[src/rtl/seg_scan_ctrl.sv]
// Seven-segment scan controller: double-buffered display value, one digit slot per
// TICKS cycles, dead cycle at slot start, and live leading-zero suppression.
module seg_scan_ctrl #(
   parameter int NDIGITS = 8,
   parameter int TICKS   = 1000
) (
   input  logic                 clk,
   input  logic                 rst_n,
   input  logic                 in_valid,
   output logic                 in_ready,
   input  logic [4*NDIGITS-1:0] in_data,
   input  logic [NDIGITS-1:0]   in_blank,
   input  logic                 lz_en,
   output logic [3:0]           nibble,
   output logic                 blank,
   output logic [NDIGITS-1:0]   dig_sel,
   output logic                 frame_done
);

   localparam int TW = $clog2(TICKS);
   localparam int IW = $clog2(NDIGITS);
   localparam int DW = 4 * NDIGITS;
   localparam logic [TW-1:0]      TICK_LAST = TW'(TICKS - 1);
   localparam logic [IW-1:0]      IDX_LAST  = IW'(NDIGITS - 1);
   localparam logic [NDIGITS-1:0] SEL_ONE   = NDIGITS'(1);

   logic [TW-1:0]      r_tick;
   logic [IW-1:0]      r_idx;
   logic [DW-1:0]      r_disp_data;
   logic [NDIGITS-1:0] r_disp_blank;
   logic [DW-1:0]      r_pend_data;
   logic [NDIGITS-1:0] r_pend_blank;
   logic               r_pend_full;

   logic               w_tick_last;
   logic               w_fe;
   logic               w_accept;
   logic               w_dead;
   logic               w_lz;
   logic [IW+1:0]      w_bit_ofs;

   assign w_tick_last = (r_tick == TICK_LAST);
   assign w_fe        = w_tick_last && (r_idx == IDX_LAST);
   assign in_ready    = rst_n && !r_pend_full;
   assign w_accept    = in_valid && in_ready;

   always_ff @(posedge clk) begin
      if (!rst_n) begin
         r_tick       <= '0;
         r_idx        <= '0;
         r_disp_data  <= '0;
         r_disp_blank <= '1;
         r_pend_data  <= '0;
         r_pend_blank <= '1;
         r_pend_full  <= 1'b0;
      end else begin
         if (w_tick_last) begin
            r_tick <= '0;
            r_idx  <= (r_idx == IDX_LAST) ? '0 : r_idx + IW'(1);
         end else begin
            r_tick <= r_tick + TW'(1);
         end

         // Commit needs pend_full, which forces in_ready low, so it never meets an accept.
         if (w_fe && r_pend_full) begin
            r_disp_data  <= r_pend_data;
            r_disp_blank <= r_pend_blank;
            r_pend_full  <= 1'b0;
         end else if (w_accept) begin
            r_pend_data  <= in_data;
            r_pend_blank <= in_blank;
            r_pend_full  <= 1'b1;
         end
      end
   end

   assign w_bit_ofs = {r_idx, 2'b00};
   assign w_dead    = (r_tick == '0);
   // Suppress when this digit and every more significant one are zero; digit 0 always shows.
   assign w_lz      = lz_en && (r_idx != '0) && ((r_disp_data >> w_bit_ofs) == '0);

   assign nibble     = r_disp_data[w_bit_ofs +: 4];
   assign dig_sel    = w_dead ? '1 : ~(SEL_ONE << r_idx);
   assign blank      = r_disp_blank[r_idx] | w_lz | w_dead;
   assign frame_done = w_fe;

endmodule

[config.mk]
export PLATFORM = sky130hd
export DESIGN_NAME = seg_scan_ctrl
export DESIGN_NICKNAME = d
export VERILOG_FILES = /design/src/rtl/seg_scan_ctrl.sv
export SDC_FILE = /design/constraint.sdc
export NUM_CORES = 1
export LEC_CHECK = 0
export BUFFER_PORTS_ARGS = -buffer_cell sky130_fd_sc_hd__buf_4
export CAP_MARGIN = 15
export CORE_MARGIN = 2
export CORE_UTILIZATION = 55
export DETAILED_ROUTE_END_ITERATION = 10
export PLACE_DENSITY = 0.77
export SYNTH_ARGS = -nofsm -noshare
export SYNTH_HDL_FRONTEND = slang
export SYNTH_SLANG_ARGS = --single-unit
[constraint.sdc]
create_clock -name clk -period 4 [get_ports clk]
set_input_delay 0.8 -clock clk [delete_from_list [all_inputs] [get_ports clk]]
set_output_delay 0.8 -clock clk [all_outputs]
set_load 0.005 [all_outputs]
==> impl_metrics.yaml <==
cts:
  post-cts-setup-buffer-count: 0
  h-tree-depth: 3
  cts.sinks: 94
  ctsResizeCount: 0
  path_clk_slew_ps: 90
  cts_buffer_depth: 2
  cts_tree: "built"
  clk_latency_ps: 350
  cts_hold_buf: 0
  cts-root-buf: "clkbuf_8"
  cts_made_buffers: 9
final_layout:
  final_nets: 597
  multiInputGateArea_sq_um: 2110
  fin_util_pct: 65.7
  instances_no_fill: 649
  n_fill_cell: 636
  final_layout_size_suffix_gt1_share_pct: 16.0
  seq_area_sq_um: 1880
  diodes: 0
  design_area_sq_um: 4810
  syn_to_final_growth_pct: 14.8
floorplan:
  die_y_um: 91.3
  core-area_sq_um: 7330
  fp.dieW_um: 91.3
  start_util_pct: 57.2
  die-area_sq_um: 8340
  ios: 59
  row_count: 31
yosys:
  synth_seq_area_share_pct: 44.9
  synth_xor_xnor_area_share_pct: 1.67
  ys_seq_elements: 94
  synth_top_family_by_area: "simple AND/OR/NAND/NOR gates"
  synth.area.mux_share_pct: 7.19
  synth_fp_nets: 555
  synthCells: 503
  syn_area_per_cell_sq_um: 8.34
  synth-simple-area-share_pct: 23.5
  synthAdderAreaFrac_pct: 2.39
  synth_warnings: 0
  synth_cell_types: 41
  synth_area_sq_um: 4200
  synth_compound_area_share_pct: 15.7
power_and_ir_drop:
  switching_share_pct: 23.6
  power_frac_seq_pct: 60.4
  p_comb_share_pct: 6.7
  p_clk_share_pct: 32.9
  power.leakage_nw: 1.94
  power.internal_mw: 1.25
  irDropWorstVdd_mv: 0.205
  switchingPower_mw: 0.386
  p_total_mw: 1.64
  powerDensity_nw_per_um2: 340
worst_setup_path:
  worstPathRequired_ps: 3200
  endpoint_kind: "primary output"
  reg2reg_to: "r_disp_data[15]"
  r2r-start: "r_idx[0]"
  rrSetupSlack_ps: 1720
  critPathMaxFanout: 16
  ff2ff_path_depth: 7
  start_kind: "flop"
  worstPathArrival_ps: 2730
  criticalPathCategory: "reg2out"
global_routing:
  grt_overflow: 0
  grt_pass1_vias: 3171
  antenna_found_initial: 0
  grt_usage_pct: 21.3
  grt_first_pass_wirelength_mm: 14.6
  grt_max_degree: 89
route:
  wirelength_mm: 8.50
  wire_per_inst_um: 13.1
  vias: 3462
  remaining_drc_errors: 0
  drt_iter0_drc: 255
  ant_nets: 0
  drt-vias-per-instance: 5.33
  dr.pass1.iters: 4
timing:
  setup_viol: 0
  tns_ps: 0
  setup_slack_ps: 471
  fmax_mhz: 283
  tightest_slew_ps: 924
  maxSlewViolCount: 0
  min_period_ps: 3530
  min_period_over_period_pct: 88.2
  relSlewSlack_pct: 38.4
  skew_ps: 10.5
  rsz0062_at_grt: "no"
  hold_viol: 0
  whs_ps: 458
placement:
  pre_cts_ws_ps: 879
  placedInstanceArea_sq_um: 4650
  portBuffers: 58
  hpwlAfterDp_mm: 5.99
  place.gp.congestion: 0.966
  dp.cells: 633
min_path:
  min_from: "r_pend_data[30]"
  hold_end: "r_disp_data[30]"
  min_path_cells: 2
  min_path_type: "reg2reg"
job:
  cap_viol_max_count: 0
outcome:
  status: "completed"
-- power by group through the flow --
stage	registers, mW	logic [mW]	clock network (mW)
after CTS	0.989	0.112	0.557
after floorplan	1.01	0.0646	0
final	0.988	0.110	0.539
after detailed placement	1.01	0.111	0
after global placement	1.01	0.108	0
after global routing	0.993	0.127	0.601
-- cell type report --
type / instances / share of cell area [%]
Multi-Input combinational cell: 363 / 43.9
Tap cell: 99 / 2.57
Sequential cell: 94 / 39.1
Clock inverter: 6 / 0.780
Inverter: 13 / 1.01
Timing Repair Buffer: 64 / 9.98
Clock buffer: 10 / 2.65
-- placed cells by master (no fill, tap or decap), drive strengths merged --
| cell | Yosys | layout |
|---|---|---|
| nand3 | 8 | 8 |
| xnor2 | 4 | 4 |
| clkinv | 0 | 5 |
| mux2i | 2 | 2 |
| mux2 | 1 | 1 |
| o211ai | 9 | 9 |
| nor3 | 7 | 7 |
| o21ai | 35 | 35 |
| a31o | 1 | 1 |
| xor2 | 4 | 4 |
| clkbuf | 23 | 10 |
| inv | 13 | 14 |
| nand4 | 3 | 3 |
| nor2 | 26 | 26 |
| mux4 | 11 | 11 |
| o211a | 1 | 1 |
| dfxtp | 94 | 94 |
| o311ai | 1 | 1 |
| or3 | 2 | 2 |
| a2111oi | 3 | 3 |
| nor4b | 1 | 1 |
| o22ai | 1 | 1 |
| nor4 | 9 | 9 |
| nand2 | 162 | 162 |
| ha | 8 | 8 |
| and2 | 4 | 4 |
| buf | 10 | 64 |
| nor2b | 2 | 2 |
| and4 | 2 | 2 |
| nor3b | 2 | 2 |
| o41ai | 1 | 1 |
| a221oi | 2 | 2 |
| a31oi | 10 | 10 |
| a21boi | 33 | 33 |
| o31ai | 1 | 1 |
| a21oi | 1 | 1 |
| and3 | 6 | 6 |
-- flip-flops by register name, summed over array words and instances (netlist names) --
register / cells
r_pend_full: 1
r_tick: 10
r_pend_blank: 8
r_pend_data: 32
r_disp_blank: 8
r_idx: 3
r_disp_data: 32
-- worst max path at each step --
| stage | from | end | slack, ps | cells past startpoint |
|---|---|---|---|---|
| after floorplan | r_idx[0] | blank | 1410 | 7 |
| after global placement | r_idx[0] | blank | 950 | 6 |
| after detailed placement | r_idx[0] | blank | 880 | 5 |
| after CTS | r_idx[0] | blank | 480 | 5 |
| after global routing | r_idx[0] | blank | 350 | 5 |
| final | r_idx[0] | blank | 470 | 5 |
-- cells in the mapped netlist (all sizes together) --
| cell | instances | area, sq um |
|---|---|---|
| a221oi | 2 | 17.5 |
| or3 | 2 | 12.5 |
| o41ai | 1 | 8.76 |
| buf | 10 | 65.1 |
| ha | 8 | 100 |
| nor3 | 7 | 35.0 |
| nor2 | 26 | 97.6 |
| o211a | 1 | 10.0 |
| mux2i | 2 | 20.0 |
| mux4 | 11 | 270 |
| nand3 | 8 | 40.0 |
| a21oi | 1 | 5.00 |
| inv | 13 | 48.8 |
| o22ai | 1 | 6.26 |
| a21boi | 33 | 248 |
| nand4 | 3 | 18.8 |
| o21ai | 35 | 175 |
| clkbuf | 23 | 86.3 |
| mux2 | 1 | 11.3 |
| xnor2 | 4 | 35.0 |
| xor2 | 4 | 35.0 |
| nor4 | 9 | 56.3 |
| nor3b | 2 | 15.0 |
| o31ai | 1 | 12.5 |
| and3 | 6 | 37.5 |
| a31o | 1 | 8.76 |
| dfxtp | 94 | 1880 |
| o311ai | 1 | 8.76 |
| o211ai | 9 | 67.6 |
| and2 | 4 | 25.0 |
| nand2 | 162 | 608 |
| nor4b | 1 | 8.76 |
| and4 | 2 | 17.5 |
| a31oi | 10 | 62.6 |
| nor2b | 2 | 12.5 |
| a2111oi | 3 | 26.3 |
-- routing by layer --
layer  share of wire (%)  track usage (%)  vias to the layer above
met5                   0                0                        -
met4                0.72             5.68                        0
met3                 5.0             6.39                        6
met2                  46             32.7                       89
met1                  49             29.3                     1572
li1                    -                -                     1795
-- critical path, cell delays in order, from the launching register on --
cell       delay [ps]
dfxtp_1           720
mux4_1            660
a2111oi_0         430
a31oi_1           190
o31ai_2           220
buf_4             150
-- cells by family after synthesis --
| kind of cell | after synthesis |
|---|---|
| simple gates | 234 |
| compound gates | 99 |
| flops | 94 |
| buf+inv | 46 |
| mux | 14 |
| xor+xnor | 8 |
| fa+ha+maj | 8 |
No activity file was read; power rests on OpenSTA's default activity.
